==> src/rtl/systolic_host_ctrl.sv <==
// Host-side job controller for systolic_array: snapshots an operand pair, streams A then B
// into the array one beat every other cycle, flushes, and collects the product elements.
module systolic_host_ctrl #(
   parameter int width_p        = 8,
   parameter int array_width_p  = 2,
   parameter int array_height_p = 2,
   parameter int timeout_p      = 64
) (
   input  logic                                              clk_i,
   input  logic                                              reset_i,
   input  logic                                              start_i,
   input  logic [width_p*array_width_p*array_height_p-1:0] op_a_i,
   input  logic [width_p*array_width_p*array_height_p-1:0] op_b_i,
   output logic                                              busy_o,
   output logic                                              done_o,
   output logic                                              error_o,
   output logic [width_p*array_width_p*array_height_p-1:0] result_o,
   output logic                                              arr_valid_o,
   output logic [width_p-1:0]                                arr_data_o,
   input  logic                                              arr_ready_i,
   output logic                                              arr_flush_o,
   input  logic                                              arr_valid_i,
   input  logic [width_p-1:0]                                arr_data_i,
   output logic                                              arr_yumi_o
);

   localparam int elems_lp = array_width_p * array_height_p;
   localparam int vec_w_lp = width_p * elems_lp;
   localparam int idx_w_lp = $clog2(elems_lp + 1);
   localparam int wd_w_lp  = $clog2(timeout_p + 1);

   localparam logic [idx_w_lp-1:0] elems_idx_lp = idx_w_lp'(elems_lp);
   localparam logic [idx_w_lp-1:0] last_idx_lp  = idx_w_lp'(elems_lp - 1);
   localparam logic [wd_w_lp-1:0]  timeout_lp   = wd_w_lp'(timeout_p);

   typedef enum logic [3:0] {
      IDLE,
      WAIT_A,
      SEND_A,
      GAP_A,
      WAIT_B,
      SEND_B,
      GAP_B,
      WAIT_F,
      FLUSH,
      DRAIN,
      DONE
   } state_e;

   state_e                state_q, state_d;
   logic [vec_w_lp-1:0]   op_a_q, op_a_d;
   logic [vec_w_lp-1:0]   op_b_q, op_b_d;
   logic [vec_w_lp-1:0]   result_q, result_d;
   logic [idx_w_lp-1:0]   idx_q, idx_d;
   logic [wd_w_lp-1:0]    wdog_q, wdog_d;
   logic                  ready_prev_q, ready_prev_d;

   logic                  ready_rise;
   logic                  wdog_active;
   logic                  wdog_expired;
   logic                  capture;
   logic                  last_capture;

   // B and flush wait for a fresh 0->1 of ready, so the array can signal it has absorbed A/B.
   assign ready_prev_d = arr_ready_i;
   assign ready_rise   = arr_ready_i & ~ready_prev_q;
   assign wdog_active  = state_q inside {WAIT_A, WAIT_B, WAIT_F, DRAIN};
   assign wdog_expired = wdog_active && (wdog_q == timeout_lp);
   assign capture      = ((state_q == FLUSH) || (state_q == DRAIN)) && arr_valid_i;
   assign last_capture = capture && (idx_q == last_idx_lp);
   assign result_o     = result_q;

   always_comb begin
      state_d     = state_q;
      op_a_d      = op_a_q;
      op_b_d      = op_b_q;
      result_d    = result_q;
      idx_d       = idx_q;
      busy_o      = (state_q != IDLE);
      done_o      = 1'b0;
      error_o     = 1'b0;
      arr_valid_o = 1'b0;
      arr_data_o  = '0;
      arr_flush_o = 1'b0;
      arr_yumi_o  = capture;

      if (capture) begin
         result_d[idx_q*width_p +: width_p] = arr_data_i;
         idx_d = idx_q + idx_w_lp'(1);
      end

      unique case (state_q)
         IDLE: begin
            if (start_i) begin
               op_a_d  = op_a_i;
               op_b_d  = op_b_i;
               idx_d   = '0;
               state_d = WAIT_A;
            end
         end
         WAIT_A: begin
            if (arr_ready_i) begin
               state_d = SEND_A;
            end
         end
         SEND_A: begin
            arr_valid_o = 1'b1;
            arr_data_o  = op_a_q[idx_q*width_p +: width_p];
            idx_d       = idx_q + idx_w_lp'(1);
            state_d     = GAP_A;
         end
         GAP_A: begin
            if (idx_q < elems_idx_lp) begin
               state_d = SEND_A;
            end else begin
               idx_d   = '0;
               state_d = WAIT_B;
            end
         end
         WAIT_B: begin
            if (ready_rise) begin
               state_d = SEND_B;
            end
         end
         SEND_B: begin
            arr_valid_o = 1'b1;
            arr_data_o  = op_b_q[idx_q*width_p +: width_p];
            idx_d       = idx_q + idx_w_lp'(1);
            state_d     = GAP_B;
         end
         GAP_B: begin
            if (idx_q < elems_idx_lp) begin
               state_d = SEND_B;
            end else begin
               idx_d   = '0;
               state_d = WAIT_F;
            end
         end
         WAIT_F: begin
            if (ready_rise) begin
               state_d = FLUSH;
            end
         end
         FLUSH: begin
            arr_flush_o = 1'b1;
            state_d     = last_capture ? DONE : DRAIN;
         end
         DRAIN: begin
            if (last_capture) begin
               state_d = DONE;
            end
         end
         DONE: begin
            done_o  = 1'b1;
            state_d = IDLE;
         end
         default: begin
            state_d = IDLE;
         end
      endcase

      // Abort wins over any transition; slots already captured stay in the result register.
      if (wdog_expired) begin
         error_o = 1'b1;
         state_d = IDLE;
      end
   end

   always_comb begin
      wdog_d = wdog_q;
      if (state_d != state_q) begin
         wdog_d = '0;
      end else if (wdog_active) begin
         wdog_d = wdog_q + wd_w_lp'(1);
      end
   end

   always_ff @(posedge clk_i or negedge reset_i) begin
      if (!reset_i) begin
         state_q      <= IDLE;
         op_a_q       <= '0;
         op_b_q       <= '0;
         result_q     <= '0;
         idx_q        <= '0;
         wdog_q       <= '0;
         ready_prev_q <= 1'b1;
      end else begin
         state_q      <= state_d;
         op_a_q       <= op_a_d;
         op_b_q       <= op_b_d;
         result_q     <= result_d;
         idx_q        <= idx_d;
         wdog_q       <= wdog_d;
         ready_prev_q <= ready_prev_d;
      end
   end

endmodule

==> config.mk <==
export PLATFORM = sky130hd
export DESIGN_NAME = systolic_host_ctrl
export DESIGN_NICKNAME = d
export VERILOG_FILES = /design/src/rtl/systolic_host_ctrl.sv
export SDC_FILE = /design/constraint.sdc
export NUM_CORES = 1
export LEC_CHECK = 0
export ABC_AREA = 0
export ABC_CLOCK_PERIOD_IN_PS = 3500
export BUFFER_PORTS_ARGS = -buffer_cell sky130_fd_sc_hd__buf_2
export CORE_AREA = 2 2 192 100
export DETAILED_ROUTE_END_ITERATION = 7
export DIE_AREA = 0 0 194 102
export PLACE_DENSITY_LB_ADDON = 0.1
export SLEW_MARGIN = 20
export SYNTH_ARGS = -nofsm -noshare
export SYNTH_HDL_FRONTEND = slang
export SYNTH_SLANG_ARGS = --single-unit
==> constraint.sdc <==
create_clock -name clk_i -period 3.5 [get_ports clk_i]
set_clock_uncertainty 0.15 [all_clocks]
set_input_delay 0.175 -clock clk_i [delete_from_list [all_inputs] [get_ports clk_i]]
set_output_delay 0.175 -clock clk_i [all_outputs]
set_load 0.01 [all_outputs]
Word-level counts from Yosys, hierarchy flattened
Index checks and enable logic that the tools add are counted.
- magnitude comparators: 1
- eq/ne operators: 13
- bitwise operators: 2
- add/subtract/negate cells: 3
- muxes and demuxes: 22
- reduce and logical (&&, ||, !) cells: 11
- shift-type cells: 4
- operators by type and width (operator ; count):
    $shiftx 32x7->8 ; 2
    $pmux 4 s10 ; 1
    $neg 6->34 ; 1
    $shift 8x34->32 const A ; 1
    $shiftx 8x34->32 ; 1
    $bwmux 32 ; 1
    $mux 4 ; 6
    $eq 4x3->1 const B ; 4
    $pmux 8 s2 ; 1
    $mux 7 ; 2
    $eq 4x4->1 const B ; 3
    $mux 3 ; 4
    $pmux 3 s3 ; 1
    $eq 4x2->1 const B ; 2
    $reduce_bool 4->1 ; 2
    $add 7x1->7 const B ; 1
    $eq 7x7->1 const B ; 1
    $eq 4x1->1 const B ; 1
    $logic_not 4->1 ; 1
    $mux 1 ; 4
    $mux 2 ; 2
    $ne 4x4->1 ; 1
    $reduce_or 2->1 ; 2
    $add 3x1->3 const B ; 1
    other kinds (8) ; 10
- bits of input ports: 77
- output and inout port bits: 46
- register bits: 111

Depth between registers and ports, before layout
- depth in word-level cells: 9
- depth in mapped cells: 10

Worst setup path before layout
OpenSTA, ideal clock, no wires.
- path type: register -> register
- start point: register idx_q[1]
- end point: register result_q[0] (netlist: result_o[0])
- buffers on the path: 1
- library setup time: 125 ps
- data required time: 3225 ps
- cell stages (with the launch flop): 8
- arrival: 2257 ps
- slack: 969 ps
- cell sequence: dfrtp_1 clkbuf_1 clkinv_1 ha_1 ha_1 nor4b_1 nand3_2 mux2_2
- word-level cells in the longest chain between the ends: 3
- elaborated cells between the ends (all ways): 4
- ends and longest elaborated chain (what ; RTL line ; source):
    start, declared ; 54 ; logic [idx_w_lp-1:0] idx_q, idx_d;
    start signal, assigned ; 192 ; idx_q <= idx_d;
    $neg 6->34 (*) ; 88 ; result_d[idx_q*width_p +: width_p] = arr_data_i;
    $shiftx 8x34->32 / $shift 8x34->32 (equally long branches) ; 88 ;
    $bwmux 32 (*) ; 88 ;
    end signal, assigned ; 191 ; result_q <= result_d;
    end, declared ; 53 ; logic [vec_w_lp-1:0] result_q, result_d;
Mark *: on every way between the ends. The rest lies on a longest branch, timed or not.
A chain may end at the register's enable or synchronous reset.

Worst setup path in the final report
- start point: register state_q[0]
- end point: output port arr_data_o[2]
- word-level cells in the longest chain between the ends: 2
- elaborated cells between the ends (all ways): 3
- ends and longest elaborated chain (what ; RTL line ; source):
    start, declared ; 50 ; state_e state_q, state_d;
    start signal, assigned ; 188 ; state_q <= state_d;
    $eq 4x3->1 / $eq 4x2->1 (equally long branches) ; 92 ; unique case (state_q)
    $pmux 8 s2 (*) ; 92 ;
    end, declared ; 19 ; output logic [width_p-1:0] arr_data_o,
Marks and branches as above.

==> flow_metrics.py <==
metrics = {
    "routing": {
        "num_vias": 4080,
        "dr.pass1.iters": 4,
        "initialDrtViolationCount": 142,
        "wl_um": 14500,
        "wl_per_cell_um": 16.6,
        "detail-route-antenna-nets": 0,
        "drc": 0,
        "vias_per_cell": 4.67,
    },
    "power": {
        "ir_drop_v": 0.000276,
        "p_leak_nw": 3.29,
        "power_density_nw_per_um2": 721,
        "power_mw": 5.21,
    },
    "grt": {
        "grt_pass1_wl_um": 23000,
        "grt_antenna_before_repair": 0,
        "grt_pass1_vias": 4065,
        "overflow": 0,
        "grt_use_total_pct": 15.2,
        "grt_max_degree": 65,
    },
    "timing": {
        "tns_ps": 0,
        "finalMaxSlewViolations": 0,
        "fin_crit_ps": 2900,
        "rsz0062_at_grt": "false",
        "tightestPinTransition_ps": 868,
        "max-slew-margin-rel_pct": 42.1,
        "fmax_mhz": 345,
        "hold_viol_final": 0,
        "fin_ws_ps": 604,
        "setup_viol": 0,
        "fin_crit_sh_pct": 82.7,
    },
    "critical_path": {
        "reg2reg_to": "wdog_q[4]$_DFFE_PN0P_",
        "end_kind": "output port",
        "r2r_setup_slack_ps": 860,
        "crit_arrival_ps": 2570,
        "required_ps": 3170,
        "worst-r2r-cell-count": 5,
        "startpoint_type": "register",
        "crit_path_end": "arr_data_o[2]",
        "crit_path_start": "state_q[0]$_DFF_PN0_",
        "regToRegStartpoint": "state_q[2]$_DFF_PN0_",
        "critical_path_class": "register to output port",
        "path_max_fanout": 23,
    },
    "floorplan": {
        "die_h_um": 102,
        "io_pins": 123,
        "start_util_pct": 29.5,
        "coreArea_um2": 18000,
        "die_w_um": 194,
        "die_area_um2": 19800,
        "rows": 35,
    },
    "placement": {
        "gp_congestion": 0.791,
        "place_inst": 784,
        "io_buffers": 122,
        "dpl_worst_slack_ps": 943,
        "hpwl_um": 10400,
    },
    "cells_and_area": {
        "synthToLayoutAreaGrowth_pct": 35.8,
        "nets": 714,
        "register_area_um2": 2780,
        "drive_above_1_share_pct": 39.2,
        "instances_no_fill": 873,
        "n_antenna_cell": 0,
        "fill_cells": 1767,
        "multi_input_area_um2": 2380,
    },
    "synthesis": {
        "synthFlopType": "dfrtp_1",
        "yosysWarnings": 0,
        "synth_seq_area_share_pct": 52.3,
        "synth-edff-count": 0,
        "async_flop_share_pct": 100,
        "ys_seq_elements": 111,
        "syn-cell-area_um2": 5320,
        "synth_cell_type_count": 54,
        "avgSynthCellArea_um2": 12.1,
        "syn-instance-count": 438,
        "syn-num-nets": 523,
    },
    "clock_tree": {
        "clk_latency_ps": 350,
        "cts_buffers": 9,
        "clock-sinks": 111,
        "root_buffer": "clkbuf_16",
        "cts_tree": "done",
        "hold_buffers": 74,
        "cts_post_setup_buffers_inserted": 0,
        "clk_pin_slew_ps": 70,
        "htreeDepth": 3,
        "ctsLongestPathBuffers": 2,
        "cts.repair.resized": 0,
    },
    "run_status": {
        "status": "finished clean",
    },
    "hold_path": {
        "hold_path.class": "input port to register",
    },
    "flow_run": {
        "max-cap-violations": 0,
    },
}
[placed cells by master, fill, tap and decap left out, types with 2 or more instances in the layout]
cell type,n
nand3_1,10
clkbuf_16,9
nor2_1,10
mux2_2,73
nor3b_1,2
xor2_1,5
o21ai_0,29
a22o_1,4
dfrtp_1,109
buf_2,121
clkinv_2,2
a32oi_1,2
ha_1,8
buf_4,5
a21oi_1,14
and3_1,2
a31oi_1,3
nor4_1,8
o21a_1,2
inv_1,10
nor2b_1,2
mux4_2,16
dlygate4sd3_1,74
nand4_1,4
buf_12,2
nand2_1,72
[where the power goes]
group / internal, mW / switching [mW] / leakage (nW)
Combinational: 1.10 / 1.03 / 1.74
Clock: 0.571 / 0.469 / 0.145
Sequential: 1.71 / 0.326 / 1.40
[kinds of logic after synthesis]
group / Yosys count / synth area share, %
xor gates and xnor gates: 6 / 0.988
DFF: 111 / 52.3
buffers and inverters: 33 / 2.94
adders and majority gates: 8 / 1.88
muxes: 89 / 22.2
and+or+nand+nor: 126 / 11.7
AOI/OAI and AO/OA: 65 / 8.00
[registers in the layout (all words and copies together), names as in the netlist]
signal / cells
idx_q: 3
ready_prev_q: 1
wdog_q: 7
op_b_q: 32
op_a_q: 32
result_o: 32
state_q: 4
[synth_stat cells (2+ instances only)]
library cell	count	area (um2)
dfrtp_1	110	2750
mux2_2	73	822
nand2_1	72	270
o21ai_0	29	145
mux4_2	16	360
a21oi_1	14	70.1
buf_2	14	70.1
inv_1	10	37.5
nand3_1	10	50.1
nor2_1	10	37.5
ha_1	8	100
nor4_1	8	50.1
clkbuf_1	5	18.8
xor2_1	5	43.8
a22o_1	4	35.0
nand4_1	4	25.0
a31oi_1	3	18.8
a32oi_1	2	17.5
and3_1	2	12.5
buf_4	2	15.0
nor2b_1	2	12.5
nor3b_1	2	15.0
o21a_1	2	15.0
[area by class of cell]
type	count	share of cell area, %
multi-input cells	294	33.0
repair buffers	202	19.7
flip-flops and latches	111	38.5
inverters	11	0.572
well taps	240	4.16
clock buffers	10	3.31
clock inverters	5	0.779
[critical path, stage by stage (launching register included)]
cell and delay, ps:
dfrtp_1 660, nor2_1 280, nand2_1 120, a21oi_1 360, nand2_1 330, a21oi_1 280, buf_2 180
[metrics by stage]
step | area, um2 | util (%) | hold WS, ps
final | 7220 | 40.0 | 167
after global routing | 7220 | 40.0 | 176
after CTS | 7220 | 40.0 | 135
after detailed placement | 6190 | 34.3 | 202
after global placement | 6190 | 34.3 | 198
after floorplan | 5320 | - | -271
[worst min path at each step]
stage,slack [ps],startpoint,depth (start not counted),end
4_1_cts,130,arr_valid_i,3,state_q[1]$_DFF_PN0_
3_3_place_gp,200,reset_i,1,state_q[0]$_DFF_PN0_
6_report,170,arr_valid_i,3,state_q[1]$_DFF_PN0_
3_5_place_dp,200,reset_i,1,wdog_q[4]$_DFFE_PN0P_
5_1_grt,180,arr_valid_i,3,state_q[1]$_DFF_PN0_
2_1_floorplan,-270,reset_i,0,idx_q[0]$_DFF_PN0_
[layer usage]
| layer | up-vias | global-route usage, % | share of wire [%] |
|---|---|---|---|
| met5 | - | 0 | 0 |
| met4 | 0 | 3.38 | 0.78 |
| met3 | 9 | 4.13 | 4.4 |
| met2 | 83 | 20.5 | 40 |
| met1 | 2028 | 23.7 | 55 |
| li1 | 1960 | - | - |
(Power assumes the default switching activity.)
